**config.mk**
```make
export PLATFORM = sky130hd
export DESIGN_NAME = wb_resp_regbank
export DESIGN_NICKNAME = d
export VERILOG_FILES = /design/src/rtl/wb_resp_pkg.sv /design/src/rtl/wb_resp_irq_unit.sv /design/src/rtl/wb_resp_regbank.sv
export SDC_FILE = /design/constraint.sdc
export NUM_CORES = 1
export LEC_CHECK = 0
export ABC_AREA = 1
export CAP_MARGIN = 20
export CORE_AREA = 2 2 141 143
export CTS_CLUSTER_SIZE = 28
export DETAILED_ROUTE_END_ITERATION = 12
export DIE_AREA = 0 0 143 145
export GPL_TIMING_DRIVEN = 0
export PLACE_DENSITY = 0.73
export SYNTH_ARGS = -nofsm -noshare
export SYNTH_HDL_FRONTEND = slang
export SYNTH_SLANG_ARGS = --single-unit
export TNS_END_PERCENT = 1
```
**constraint.sdc**
```tcl
create_clock -name clk -period 1.7 [get_ports clk]
set_input_delay 0.17 -clock clk [delete_from_list [all_inputs] [get_ports clk]]
set_output_delay 0.17 -clock clk [all_outputs]
set_load 0.01 [all_outputs]
```
**src/rtl/wb_resp_pkg.sv**
```systemverilog
// Shared constants, FSM encoding and byte-lane helpers for the Wishbone register-bank responder.
package wb_resp_pkg;

   localparam logic [31:0] ID_DEFAULT = 32'h55534244;

   localparam logic [13:0] OFF_ID         = 14'h0000;
   localparam logic [13:0] OFF_SCRATCH0   = 14'h0004;
   localparam logic [13:0] OFF_SCRATCH1   = 14'h0008;
   localparam logic [13:0] OFF_COUNTER    = 14'h000C;
   localparam logic [13:0] OFF_IRQ_STATUS = 14'h0010;
   localparam logic [13:0] OFF_IRQ_ENABLE = 14'h0014;

   typedef enum logic [1:0] {
      ST_IDLE = 2'd0,
      ST_WAIT = 2'd1,
      ST_ACK  = 2'd2
   } wb_state_t;

   function automatic logic [31:0] lane_mask(input logic [3:0] sel);
      return {{8{sel[3]}}, {8{sel[2]}}, {8{sel[1]}}, {8{sel[0]}}};
   endfunction

   function automatic logic [31:0] merge_lanes(input logic [31:0] old_val,
                                               input logic [31:0] new_val,
                                               input logic [31:0] mask);
      return (old_val & ~mask) | (new_val & mask);
   endfunction

endpackage

```
**src/rtl/wb_resp_irq_unit.sv**
```systemverilog
// Interrupt block: rising-edge capture into W1C status, enable mask, registered irq output.
module wb_resp_irq_unit #(
   parameter int IRQ_W = 4
) (
   input  logic             clk,
   input  logic             rst_n,
   input  logic [IRQ_W-1:0] irq_in,
   input  logic             status_we,
   input  logic             enable_we,
   input  logic [IRQ_W-1:0] wr_data,
   input  logic [IRQ_W-1:0] wr_mask,
   output logic [IRQ_W-1:0] status,
   output logic [IRQ_W-1:0] enable,
   output logic             irq
);

   logic [IRQ_W-1:0] irq_prev;
   logic [IRQ_W-1:0] rise;
   logic [IRQ_W-1:0] clr;

   assign rise = irq_in & ~irq_prev;
   assign clr  = status_we ? (wr_data & wr_mask) : '0;

   // Set is OR-ed in after the clear so a coincident edge survives the W1C.
   always_ff @(posedge clk or negedge rst_n) begin
      if (!rst_n) begin
         irq_prev <= '0;
         status   <= '0;
         enable   <= '0;
         irq      <= 1'b0;
      end else begin
         irq_prev <= irq_in;
         status   <= (status & ~clr) | rise;
         if (enable_we) begin
            enable <= (enable & ~wr_mask) | (wr_data & wr_mask);
         end
         irq <= |(status & enable);
      end
   end

endmodule

```
**src/rtl/wb_resp_regbank.sv**
```systemverilog
// Wishbone classic responder with ID, scratch, free-running counter and interrupt registers.
// Optional macro WB_RESP_ERR_EN adds wb_ERR for unmapped accesses and writes to ID.
module wb_resp_regbank
   import wb_resp_pkg::*;
#(
   parameter int          WAIT_STATES = 1,
   parameter logic [31:0] ID_VALUE    = ID_DEFAULT,
   parameter int          IRQ_W       = 4
) (
   input  logic             clk,
   input  logic             rst_n,
   input  logic             wb_CYC,
   input  logic             wb_STB,
   input  logic             wb_WE,
   input  logic [13:0]      wb_ADR,
   input  logic [3:0]       wb_SEL,
   input  logic [31:0]      wb_DAT_MOSI,
   output logic [31:0]      wb_DAT_MISO,
   output logic             wb_ACK,
`ifdef WB_RESP_ERR_EN
   output logic             wb_ERR,
`endif
   input  logic [IRQ_W-1:0] irq_in,
   output logic             irq
);

   localparam logic [3:0] WS_M1 = (WAIT_STATES == 0) ? 4'd0 : 4'(WAIT_STATES - 1);

   wb_state_t   state, state_nx;
   logic [3:0]  wait_cnt, wait_cnt_nx;
   logic        accept;
   logic        commit;

   logic [13:0] adr_q;
   logic        we_q;
   logic [3:0]  sel_q;
   logic [31:0] dat_q;

   logic [31:0] scratch0, scratch1, counter;
   logic [31:0] mask;
   logic [31:0] rd_data;
   logic [31:0] status32, enable32;
   logic [13:0] addr_w;
   logic        hit_id, hit_s0, hit_s1, hit_cnt, hit_st, hit_en;
   logic        wr_ok;

   logic [IRQ_W-1:0] irq_status, irq_enable;

   always_ff @(posedge clk or negedge rst_n) begin
      if (!rst_n) begin
         state    <= ST_IDLE;
         wait_cnt <= 4'd0;
      end else begin
         state    <= state_nx;
         wait_cnt <= wait_cnt_nx;
      end
   end

   always_comb begin
      state_nx    = state;
      wait_cnt_nx = wait_cnt;
      accept      = 1'b0;
      case (state)
         ST_IDLE: begin
            if (wb_CYC && wb_STB) begin
               accept = 1'b1;
               if (WAIT_STATES == 0) begin
                  state_nx = ST_ACK;
               end else begin
                  state_nx    = ST_WAIT;
                  wait_cnt_nx = WS_M1;
               end
            end
         end
         ST_WAIT: begin
            if (!(wb_CYC && wb_STB)) begin
               state_nx = ST_IDLE;
            end else if (wait_cnt == 4'd0) begin
               state_nx = ST_ACK;
            end else begin
               wait_cnt_nx = wait_cnt - 4'd1;
            end
         end
         ST_ACK:  state_nx = ST_IDLE;
         default: state_nx = ST_IDLE;
      endcase
   end

   // The edge leaving ST_ACK is the one that commits writes and raises wb_ACK.
   assign commit = (state == ST_ACK);

   always_ff @(posedge clk or negedge rst_n) begin
      if (!rst_n) begin
         adr_q <= '0;
         we_q  <= 1'b0;
         sel_q <= '0;
         dat_q <= '0;
      end else if (accept) begin
         adr_q <= wb_ADR;
         we_q  <= wb_WE;
         sel_q <= wb_SEL;
         dat_q <= wb_DAT_MOSI;
      end
   end

   assign addr_w  = adr_q & 14'h3FFC;
   assign hit_id  = (addr_w == OFF_ID);
   assign hit_s0  = (addr_w == OFF_SCRATCH0);
   assign hit_s1  = (addr_w == OFF_SCRATCH1);
   assign hit_cnt = (addr_w == OFF_COUNTER);
   assign hit_st  = (addr_w == OFF_IRQ_STATUS);
   assign hit_en  = (addr_w == OFF_IRQ_ENABLE);
   assign wr_ok   = commit && we_q;
   assign mask    = lane_mask(sel_q);

   always_ff @(posedge clk or negedge rst_n) begin
      if (!rst_n) begin
         scratch0 <= '0;
         scratch1 <= '0;
         counter  <= '0;
      end else begin
         if (wr_ok && hit_s0) scratch0 <= merge_lanes(scratch0, dat_q, mask);
         if (wr_ok && hit_s1) scratch1 <= merge_lanes(scratch1, dat_q, mask);
         if (wr_ok && hit_cnt) begin
            counter <= merge_lanes(counter, dat_q, mask);
         end else begin
            counter <= counter + 32'd1;
         end
      end
   end

   wb_resp_irq_unit #(.IRQ_W(IRQ_W)) u_irq (
      .clk       (clk),
      .rst_n     (rst_n),
      .irq_in    (irq_in),
      .status_we (wr_ok && hit_st),
      .enable_we (wr_ok && hit_en),
      .wr_data   (dat_q[IRQ_W-1:0]),
      .wr_mask   (mask[IRQ_W-1:0]),
      .status    (irq_status),
      .enable    (irq_enable),
      .irq       (irq)
   );

   always_comb begin
      status32             = '0;
      enable32             = '0;
      status32[IRQ_W-1:0]  = irq_status;
      enable32[IRQ_W-1:0]  = irq_enable;
      rd_data              = '0;
      if (hit_id)  rd_data = ID_VALUE;
      if (hit_s0)  rd_data = scratch0;
      if (hit_s1)  rd_data = scratch1;
      if (hit_cnt) rd_data = counter;
      if (hit_st)  rd_data = status32;
      if (hit_en)  rd_data = enable32;
   end

`ifdef WB_RESP_ERR_EN
   logic err_access;
   assign err_access = !(hit_id || hit_s0 || hit_s1 || hit_cnt || hit_st || hit_en)
                       || (we_q && hit_id);

   always_ff @(posedge clk or negedge rst_n) begin
      if (!rst_n) begin
         wb_ACK      <= 1'b0;
         wb_ERR      <= 1'b0;
         wb_DAT_MISO <= '0;
      end else begin
         wb_ACK      <= commit && !err_access;
         wb_ERR      <= commit && err_access;
         wb_DAT_MISO <= (commit && !we_q) ? rd_data : '0;
      end
   end
`else
   always_ff @(posedge clk or negedge rst_n) begin
      if (!rst_n) begin
         wb_ACK      <= 1'b0;
         wb_DAT_MISO <= '0;
      end else begin
         wb_ACK      <= commit;
         wb_DAT_MISO <= (commit && !we_q) ? rd_data : '0;
      end
   end
`endif

endmodule

```
==> results.sh <==
export IMPL_arrival_ns=2.17
export IMPL_io_pins=93
export IMPL_synth_area_mm2=0.00949
export IMPL_synth_compound_area_share_pct=12.6
export IMPL_crit_family="buffers and inverters"
export IMPL_use_met1_pct=38.5
export IMPL_slowest_stage="dfrtp_1"
export IMPL_synth_xor_area_share_pct=1.48
export IMPL_rsz0062_at_grt="yes"
export IMPL_yosys_area_top_type_share_pct=52.0
export IMPL_drive_gt1_share_pct=16.3
export IMPL_die_w_um=143
export IMPL_numPortBuffers=90
export IMPL_path_max_fanout=10
export IMPL_drv_cap=0
export IMPL_die_height_um=145
export IMPL_antenna_found_initial=0
export IMPL_post_route_drc_count=0
export IMPL_synth_mux_area_share_pct=0
export IMPL_drtPass1Iterations=6
export IMPL_clock_skew_ns=0.00730
export IMPL_syn_num_nets=1239
export IMPL_cp_common_cell="buf_6"
export IMPL_fillerInstances=1623
export IMPL_yosysSeqAreaShare_pct=52.0
export IMPL_yosysMostFrequentCell="nand2_1"
export IMPL_clkSinkCount=197
export IMPL_routedWlPerCell_um=17.0
export IMPL_crit_path_end_kind="flip-flop"
export IMPL_synthAdderAreaFrac_pct=0.396
export IMPL_setup_viol=117
export IMPL_cts_htree_levels=4
export IMPL_maxSlewViolCount=0
export IMPL_yosys_warnings=0
export IMPL_status="finished, violations left"
export IMPL_gr_total_overflow=0
export IMPL_netlist_top_cells_area="dfrtp_1 (52%), nand2_1 (14%), inv_1 (5.1%)"
export IMPL_fmax_mhz=536
export IMPL_track_usage_pct=26.4
export IMPL_worstMarginPinSlew_ns=0.644
export IMPL_pwr_density_cell_mw_per_mm2=890
export IMPL_start_util_pct=49.4
export IMPL_finalInstanceArea_mm2=0.0120
export IMPL_crit_path_cell_trace="nor2_1 > nand2_1 > nor2_2 > buf_6 > nand3_2 > buf_6 > buf_4 > a21oi_1 > o22ai_1"
export IMPL_crit_type="flip-flop to flip-flop"
export IMPL_antennaDiodeCount=0
export IMPL_min_period_ns=1.87
export IMPL_leakage_nw=5.73
export IMPL_cts_tree="yes"
export IMPL_area_growth_pct=26.2
export IMPL_gp_congestion=0.925
export IMPL_nNetsFinal=1374
export IMPL_first_iter_violations=770
export IMPL_post_route_period_util_pct=110
export IMPL_grt_pass1_vias=8045
export IMPL_path_clk_slew_ns=0.07
export IMPL_synth_top_area_cell="dfrtp_1"
export IMPL_die_area_mm2=0.0207
export IMPL_wl_um=27000
export IMPL_synthCells=1177
export IMPL_synth_edff_count=0
export IMPL_worstHoldPathType="input port to flip-flop"
export IMPL_path_buf_inv=3
export IMPL_vias=8529
export IMPL_synth_top_family_by_area="simple AND/OR/NAND/NOR gates"
export IMPL_gr_usage_met3_pct=4.59
export IMPL_met2_usage_pct=40.6
export IMPL_synth_simple_gate_area_share_pct=25.7
export IMPL_synthTopCellsByCount="nand2_1 (363), dfrtp_1 (197), inv_1 (128)"
export IMPL_synth_distinct_cells=37
export IMPL_ir_drop_uv=727
export IMPL_clock_root_buffer="clkbuf_16"
export IMPL_setup_slack_ns=-0.166
export IMPL_placedInstanceArea_mm2=0.0108
export IMPL_ant_nets=0
export IMPL_violations="negative setup slack"
export IMPL_required_ns=2.01
export IMPL_core_mm2=0.0192
export IMPL_top_usage_layer="met2"
export IMPL_clk_path_buf_depth=2
export IMPL_rows=51
export IMPL_grt_max_degree=122
export IMPL_slowest_delay_ns=0.38
export IMPL_startpoint_type="flip-flop"
export IMPL_dpl_hpwl_um=18900
export IMPL_postSynth_topFlopCell="dfrtp_1"
export IMPL_avgSynthCellArea_um2=8.06
export IMPL_ys_ff_latch=197
export IMPL_cts_made_buffers=17
export IMPL_vias_per_cell=5.37
export IMPL_whs_ns=0.201
export IMPL_max_slew_margin_pct=57.0
export IMPL_grt_pass1_wl_um=42400
export IMPL_hold_violations=0
export IMPL_synth_async_reset_ratio_pct=100
export IMPL_clk_latency_ns=0.43
-- layer usage --
metal,wire (µm),vias up
li1,-,4040
met1,11900,4098
met2,12900,357
met3,1740,34
met4,539,0
met5,0,-
-- power breakdown --
part / total (W) / switching, W / internal (W)
logic: 0.00141 / 0.000924 / 0.000486
registers: 0.00530 / 0.000299 / 0.00500
clock network: 0.00394 / 0.00178 / 0.00216
total: 0.0107 / 0.00300 / 0.00765
-- layout by cell type, fill, tap and decap left out, types with 24 or more instances in the layout --
master,netlist,routed
o21ai_1,31,44
dfrtp_1,197,194
nor2_1,83,73
o21ai_0,87,74
nand3_1,77,69
buf_4,4,29
nand2_1,363,335
clkdlybuf4s50_1,0,89
inv_1,128,123
nand2_2,10,31
o21ai_2,24,24
a21oi_1,35,32
-- worst paths after layout --
path	from	endpoint	slack, ns	depth (start not counted)
max reg2reg	adr_q[11]	flip-flop	-0.17	9
max	adr_q[11]	flip-flop	-0.17	9
min reg2reg	u_irq.irq_prev[1]	u_irq.status[1]	0.42	1
min	irq_in[1]	u_irq.irq_prev[1]	0.20	1
max in group asynchronous	rst_n	async pin	0.40	3
min in group asynchronous	rst_n	wait_cnt[3]	0.28	2
-- final cells by class --
type	count	area (µm²)	area share [%]
clock buffer	19	433	3.62
multi-input combinational	805	4130	34.5
clock inverter	11	129	1.08
tap	265	332	2.77
sequential	197	4930	41.2
inverter	131	502	4.19
timing repair buffer	115	1150	9.59
buffer	45	372	3.10
-- cell families after synthesis --
logic type | count (synthesis)
buffers and inverters | 176
AO/OA/AOI/OAI | 206
flip-flops | 197
XOR/XNOR | 16
AND/OR/NAND/NOR | 579
adder cells (fa/ha/maj) | 3
-- stage by stage --
stage,power (W),TNS [ns],instances,setup slack [ns],utilization (%)
finish,0.0107,-7.65,1588,-0.166,62.3
global placement,0.00656,-1567.49,1532,-7.76,55.8
CTS,0.0106,-3.62,1570,-0.105,60.2
detailed placement,0.00661,-45.74,1533,-0.742,56.0
floorplan,0.00602,0,1177,0.0938,-
global route,0.0110,-19.30,1588,-0.238,62.3
-- repair_timing --
action,in CTS,in global routing
setup endpoints to repair,174,177
gates cloned,0,3
resized for setup,66,96
hold endpoints to repair,76,0
hold buffers,1,0
buffers inserted,6,15
pin swaps,8,16
No activity file was read; power rests on OpenSTA's default activity.
